--- src/rtl/idelay_bank.sv ---
// Bank of independent tap-programmable delay lines: each channel delays its input
// by 0..2^TAP_W-1 clock cycles, with fixed, adjustable or loadable tap control.
module idelay_bank #(
    parameter int    CHANNELS     = 4,
    parameter int    TAP_W        = 3,
    parameter string IDELAY_TYPE  = "VARIABLE",
    parameter int    IDELAY_VALUE = 0,
    parameter int    PIPE_SEL     = 0
) (
    input  logic                      C,
    input  logic                      RST,
    input  logic [CHANNELS-1:0]       IDATAIN,
    input  logic [CHANNELS-1:0]       CE,
    input  logic [CHANNELS-1:0]       INC,
    input  logic [CHANNELS-1:0]       LD,
    input  logic [CHANNELS-1:0]       LDPIPEEN,
    input  logic [CHANNELS*TAP_W-1:0] CNTVALUEIN,
    output logic [CHANNELS-1:0]       DATAOUT,
    output logic [CHANNELS*TAP_W-1:0] CNTVALUEOUT
);

    localparam int DEPTH = (1 << TAP_W) - 1;
    localparam bit IS_FIXED    = (IDELAY_TYPE == "FIXED");
    localparam bit IS_VAR_LOAD = (IDELAY_TYPE == "VAR_LOAD");
    localparam logic [TAP_W-1:0] INIT_TAP = TAP_W'(IDELAY_VALUE);
    localparam logic [TAP_W-1:0] ONE_TAP  = TAP_W'(1);

    typedef logic [CHANNELS-1:0][TAP_W-1:0] tap_vec_t;
    typedef logic [CHANNELS-1:0][DEPTH-1:0] hist_vec_t;

    if (!(IDELAY_TYPE == "FIXED" || IDELAY_TYPE == "VARIABLE" || IDELAY_TYPE == "VAR_LOAD")) begin : g_bad_type
        $error("idelay_bank: illegal IDELAY_TYPE %s", IDELAY_TYPE);
    end
    if (IDELAY_VALUE < 0 || IDELAY_VALUE > DEPTH) begin : g_bad_value
        $error("idelay_bank: IDELAY_VALUE %0d outside 0..%0d", IDELAY_VALUE, DEPTH);
    end

    tap_vec_t  tap_q, tap_d;
    tap_vec_t  pipe_q, pipe_d;
    tap_vec_t  cnt_in_s;
    hist_vec_t hist_q, hist_d;
    logic [CHANNELS-1:0] dout_s;

    assign cnt_in_s = tap_vec_t'(CNTVALUEIN);

    // Next tap and pipeline value per channel; LD takes priority over CE.
    always_comb begin
        tap_d  = tap_q;
        pipe_d = pipe_q;
        for (int k = 0; k < CHANNELS; k++) begin
            if (IS_FIXED) begin
                tap_d[k] = INIT_TAP;
            end else if (LD[k]) begin
                if (!IS_VAR_LOAD) begin
                    tap_d[k] = INIT_TAP;
                end else if (PIPE_SEL != 0) begin
                    tap_d[k] = pipe_q[k];
                end else begin
                    tap_d[k] = cnt_in_s[k];
                end
            end else if (CE[k]) begin
                if (INC[k]) begin
                    tap_d[k] = tap_q[k] + ONE_TAP;
                end else begin
                    tap_d[k] = tap_q[k] - ONE_TAP;
                end
            end else begin
                tap_d[k] = tap_q[k];
            end

            if (IS_VAR_LOAD && LDPIPEEN[k]) begin
                pipe_d[k] = cnt_in_s[k];
            end else begin
                pipe_d[k] = pipe_q[k];
            end
        end
    end

    // History shift: free-running, independent of tap control.
    always_comb begin
        hist_d = hist_q;
        for (int k = 0; k < CHANNELS; k++) begin
            hist_d[k][0] = IDATAIN[k];
            for (int i = 1; i < DEPTH; i++) begin
                hist_d[k][i] = hist_q[k][i-1];
            end
        end
    end

    // State registers.
    always_ff @(posedge C or posedge RST) begin
        if (RST) begin
            tap_q  <= {CHANNELS{INIT_TAP}};
            pipe_q <= '0;
            hist_q <= '0;
        end else begin
            tap_q  <= tap_d;
            pipe_q <= pipe_d;
            hist_q <= hist_d;
        end
    end

    // Output tap select; tap 0 is a straight pass-through of the live input.
    always_comb begin
        dout_s = '0;
        for (int k = 0; k < CHANNELS; k++) begin
            if (tap_q[k] == '0) begin
                dout_s[k] = IDATAIN[k];
            end else begin
                dout_s[k] = hist_q[k][tap_q[k] - ONE_TAP];
            end
        end
    end

    assign DATAOUT     = dout_s;
    assign CNTVALUEOUT = tap_q;

endmodule

--- config.mk ---
export PLATFORM = sky130hd
export DESIGN_NAME = idelay_bank
export DESIGN_NICKNAME = d
export VERILOG_FILES = /design/src/rtl/idelay_bank.sv
export SDC_FILE = /design/constraint.sdc
export NUM_CORES = 1
export LEC_CHECK = 0
export CORE_MARGIN = 3
export CORE_UTILIZATION = 47
export DETAILED_ROUTE_END_ITERATION = 8
export GPL_TIMING_DRIVEN = 0
export PLACE_DENSITY = 0.9
export SLEW_MARGIN = 20
export SYNTH_ARGS = -nofsm -noshare
export SYNTH_HDL_FRONTEND = slang
export SYNTH_SLANG_ARGS = --single-unit
--- constraint.sdc ---
create_clock -name C -period 2.26 [get_ports C]
set_input_delay 0.452 -clock C [delete_from_list [all_inputs] [get_ports C]]
set_output_delay 0.452 -clock C [all_outputs]
set_load 0.05 [all_outputs]
==> flow_metrics.py <==
metrics = {
    "worst_setup_path": {
        "critPathSlowestCell": "mux4_2",
        "r2r_setup_slack_ps": 730,
        "cp.required_ps": 1810,
        "path_class": "reg2out",
        "critical_path.cell_chain": "buf_6, inv_4, ha_4, xnor2_4, mux4_2, o21ai_4, buf_6",
        "slowest_delay_ps": 540,
        "critPathLaunchType": "flop",
        "endpoint_kind": "primary output",
        "crit_family": "multiplexers",
        "cp_num_buf_inv": 3,
        "path_max_fanout": 2,
        "crit_arrival_ps": 2000,
        "r2r_start": "CNTVALUEOUT[9]",
        "crit_top_cell": "buf_6",
        "crit_path_start": "CNTVALUEOUT[9]",
    },
    "synth": {
        "synth-seq-cells": 40,
        "synthCells": 141,
        "synth_fa_ha_area_share_pct": 8.33,
        "syn_nets": 187,
        "synth_xor_area_share_pct": 5.83,
        "synthDistinctLibCells": 17,
        "synth_area_um2": 1800,
        "yosysWarnings": 0,
        "syn_avg_cell_area_um2": 12.8,
        "synth.mux.area_fraction_pct": 16.1,
        "synth_compound_area_share_pct": 3.54,
        "synth-seq-area-share_pct": 55.5,
        "yosys.area_share.simple_pct": 6.32,
        "synth_top_family_by_area": "multiplexers",
    },
    "min_path": {
        "min_path_type": "reg2reg",
        "min_from": "hist_d[23]",
    },
    "power": {
        "powerDensity_nw_per_um2": 906,
        "finalPower_mw": 2.43,
        "p_switching_mw": 0.719,
        "seqPwrFrac_pct": 33.5,
        "internal_power_mw": 1.71,
        "comb_power_share_pct": 33.4,
        "pwr-share-clk_pct": 33.0,
        "ir_worst_vdd_mv": 0.602,
        "swShare_pct": 29.6,
        "leakage_nw": 1.17,
    },
    "global_routing": {
        "grt_usage_pct": 20.9,
        "overflow": 0,
        "antenna_found_initial": 0,
        "grt_pass1_wl_um": 6880,
        "first_global_vias": 1409,
        "grt_max_degree": 41,
    },
    "place": {
        "io_buffers": 33,
        "gp_congestion": 0.773,
        "preCtsSetupSlack_ps": -653,
        "dp.final_hpwl_um": 2520,
        "placed_cell_area_um2": 2320,
        "dp.cells": 220,
    },
    "clocking": {
        "clock_sinks": 40,
        "cts_buffers": 5,
        "root_buffer": "clkbuf_8",
        "cts_hold_buf": 0,
        "insertion_delay_ps": 290,
        "clk_pin_slew_ps": 80,
        "clk_path_buf_depth": 2,
        "cts_max_level": 2,
        "cts_tree": "done",
    },
    "floorplanning": {
        "die-area_um2": 4620,
        "io_pins": 50,
        "die_w_um": 67.9,
        "coreArea_um2": 3520,
        "num_rows": 21,
        "die_y_um": 67.9,
        "initial_core_util_pct": 51.2,
    },
    "routing": {
        "drc_errors": 0,
        "dr.pass1.iters": 4,
        "initialDrtViolationCount": 19,
        "routed_wl_um": 4000,
        "vias": 1255,
        "viasPerCell": 5.14,
        "detail-route-antenna-nets": 0,
        "wl_per_cell_um": 16.4,
    },
    "run_status": {
        "violations": "setup timing",
        "status": "complete, but fails checks",
    },
    "timing": {
        "fmax_mhz": 408,
        "holdWs_ps": 378,
        "worst_slack_ps": -191,
        "worstMarginPinSlew_ps": 778,
        "rsz0062_at_grt": "true",
        "hold_violations": 0,
        "fin_crit_sh_pct": 108,
        "final.setup_skew_ps": 3.74,
        "slew_viol_final": 0,
        "finalSetupViolCount": 4,
        "max_slew_margin_pct": 48.0,
        "setup_tns_ps": -694,
        "period_needed_ps": 2450,
    },
    "job": {
        "drv_cap": 0,
    },
    "finish": {
        "diodes": 0,
        "design_area_um2": 2680,
        "syn2layout_area_growth_pct": 48.6,
        "finalNonFillerCells": 244,
        "layout-drive-gt1-share_pct": 34.3,
        "fin_util_pct": 76.1,
        "layout.nets": 243,
    },
}
[cells by family (layout without fill, tap and decap cells)]
| family | after synthesis | count (layout) |
|---|---|---|
| compound gates | 12 | 12 |
| xor+xnor | 12 | 12 |
| fa+ha+maj | 12 | 12 |
| buf+inv | 17 | 74 |
| flops | 40 | 40 |
| mux | 24 | 24 |
| simple gates | 24 | 24 |
[worst reg2reg max path, delay by kind of cell (launching register included)]
family	cells	cell delay (ps)
AO/OA/AOI/OAI	1	150
AND/OR/NAND/NOR	1	310
adder cells (fa/ha/maj)	1	150
multiplexers	1	70
buffers and inverters	4	370
flip-flops	1	410
[Yosys cell counts, drive strengths merged]
cell	count	area (um2)
o21ai	8	43.8
xor2	3	26.3
xnor2	9	78.8
and2b	1	10.0
dfrtp	40	1000
mux2i	20	200
mux4	4	90.1
inv	13	48.8
buf	4	30.0
ha	12	150
a21oi	4	20.0
nor2	8	30.0
nor2b	3	18.8
or3	4	25.0
nand2	8	30.0
[final cells by class]
cell class              instances  area, um2
flip-flops and latches         40       1010
multi-input cells              84        893
fillers                       212        841
repair buffers                 52        482
clock inverters                 3       90.1
clock buffers                   5       68.8
inverters                      13       66.3
well taps                      46       57.6
plain buffers                   1       11.3
[cell usage in the layout, fill, tap and decap left out]
cell type        count
clkbuf_8             5
ha_4                 7
ha_1                 5
bufinv_16            3
xnor2_4              1
nor2_1               8
buf_8                1
xor2_2               3
dfrtp_1             32
or3_1                4
inv_1                5
dfrtp_2              8
and2b_4              1
inv_4                7
inv_2                1
o21ai_4              4
buf_4               19
mux2i_1             20
mux4_2               4
o21ai_0              4
clkdlybuf4s50_1     29
xnor2_1              8
buf_6                4
a21oi_1              4
nand2_1              8
nor2b_1              3
[repair_timing]
item	in CTS	in global routing
endpoints found under the setup margin	4	4
buffers inserted	15	4
pin swaps	9	1
resized for setup	43	1
[metal layers]
metal | vias up | GRT usage, % | share of wire (%)
li1 | 571 | - | -
met1 | 646 | 24.0 | 39
met2 | 28 | 37.5 | 55
met3 | 10 | 5.75 | 3.9
met4 | 0 | 6.45 | 2.0
met5 | - | 0 | 0
[sequential cells by signal, summed over array words and instances, names as in the netlist]
register     count
hist_q           4
CNTVALUEOUT     12
hist_d          24
[power groups by stage]
stage / logic, mW / clock network [mW] / registers (mW)
floorplan: 0.437 / 0 / 0.898
global placement: 0.677 / 0 / 0.821
detailed placement: 0.698 / 0 / 0.827
CTS: 0.794 / 0.811 / 0.814
global route: 0.873 / 0.844 / 0.820
finish: 0.812 / 0.801 / 0.814
[final timing paths]
path	to	cells after the start
max	DATAOUT[3]	7
min	hist_d[24]	0
max reg2reg	CNTVALUEOUT[11]	8
min reg2reg	hist_d[24]	0
max in group asynchronous	CNTVALUEOUT[7]	2
min in group asynchronous	hist_d[9]	2
(Power assumes the default switching activity.)
==> patch (same settings) <==
Make the reset (`RST`) synchronous in one clocked block.
--- a/src/rtl/idelay_bank.sv
+++ b/src/rtl/idelay_bank.sv
@@ -89,5 +89,5 @@
 
     // State registers.
-    always_ff @(posedge C or posedge RST) begin
+    always_ff @(posedge C) begin
         if (RST) begin
             tap_q  <= {CHANNELS{INIT_TAP}};
Check against the original RTL: differs if RST is asserted again (counterexample within 4 cycles, from zero or initial values and one cycle with RST high); with RST held inactive, the same outputs for 10 cycles.
==> patch against the unedited design <==
- die area is 0.25% higher
- register-to-register slack better by 230 ps
- via count increased by 6.4%
- sequential share of layout area decreased by 5.3 points
- wire length is 13% lower
- synthesized area increased by 0.28%
- critical path depth is 2 lower
- sequential cell count stayed put
- utilization fell by 3.9 points
- highest routed layer unchanged
- design area shrank 5.1%
- setup slack improved by 230 ps
Power is not compared: it rests on default switching activity, and its combinational part moved more than twofold at a synthesized area within 25%.
==> patch: results (changes against the unedited design) <==
[finish]
drive_gt1_share_pct = 21.1  ; was 34.3%
fillers = 256  ; was 212

[setup_path]
cp_data_arrival_time_ps = 1770  ; was 2000 ps
critPathMaxFanout = 5  ; was 2
cp-startpoint = CNTVALUEOUT[3]  ; was CNTVALUEOUT[9]
rr_startpoint = CNTVALUEOUT[9]  ; unchanged

[logic_synthesis]
ys_types = 19  ; was 17
ys_async_sr_fraction_pct = 0  ; was 100%
synthTopCellsByCount = dfxtp_1, nor2b_1, inv_1  ; was dfrtp_1, mux2i_1, inv_1
synth-xor-area-share_pct = 5.81  ; was 5.83%
synth.area.top_cells = dfxtp_1, nor2b_1, ha_1  ; was dfrtp_1, mux2i_1, ha_1
synth_compound_area_share_pct = 6.09  ; was 3.54%
synth_fa_ha_area_share_pct = 8.30  ; was 8.33%

[global_route]
track_usage_pct = 16.5  ; was 20.9%
grt_max_degree = 14  ; was 41
grt_first_pass_wirelength_um = 5680  ; was 6880 um
grtUsageMet3_pct = 5.58  ; was 5.75%
met2_usage_pct = 27.1  ; was 37.5%

[timing]
skew_ps = 8.32  ; was 3.74 ps

[detailed_routing]
wl_um = 3460  ; was 4000 um
num_vias = 1335  ; was 1,255
drt-initial-drc-count = 45  ; was 19

[run_status]
status = finished clean  ; was finished, violations left

[placed_design]
gp_congestion = 0.736  ; was 0.773
post-place-ws_ps = -393  ; was -653 ps

## patch: path summary, 6_finish.rpt
path / to / cells past startpoint / slack (ps)
setup / recovery: DATAOUT[1] / 5 / 40
hold / removal: hist_d[11] / 1 / 450
setup reg to reg: CNTVALUEOUT[11] / 5 / 960
hold reg to reg: hist_d[11] / 1 / 450
## patch: layout make-up
cell class	count	area, sq um	area share, %
multi-input cells	116	1050	41.3
flip-flops and latches	40	823	32.4
repair buffers	44	418	16.4
clock buffers	6	82.6	3.25
inverters	16	60.1	2.36
well taps	46	57.6	2.26
clock inverters	2	38.8	1.53
plain buffers	3	11.3	0.443
## patch: power by group
group          switching, mW  internal, mW
clock                  0.241         0.361
sequential            0.0185         0.723
combinational          0.180         0.161
## patch: logic make-up (layout without fill, tap and decap cells)
family	count (synthesis)	count (layout)
flops	40	40
compound gates	16	16
xor+xnor	12	12
mux	16	16
simple gates	60	60
buf+inv	19	71
fa+ha+maj	12	12
## patch: metal layers
metal,vias up,share of wire (%),wire (um)
li1,681,-,-
met1,617,46,1580
met2,33,48,1660
met3,4,5.5,190
met4,0,0.84,29
met5,-,0,0
## patch: stage by stage
stage | total power [mW] | instances | cell area, sq um | TNS, ps
final | 1.68 | 273 | 2540 | 0
after global routing | 1.76 | 273 | 2540 | -13.0
after CTS | 1.69 | 266 | 2480 | 0
after detailed placement | 1.06 | 254 | 2270 | -1530
after global placement | 1.06 | 254 | 2270 | -1510
after floorplan | 0.967 | 175 | 1880 | 0
## patch: repair_timing
| action | CTS | global route |
|---|---|---|
| setup endpoints to repair | 4 | 4 |
| cloned | 0 | 0 |
| buffers inserted | 4 | 7 |
| pin swaps | 0 | 1 |
| endpoints found under the hold margin | 0 | 0 |
| gates resized for setup | 33 | 5 |
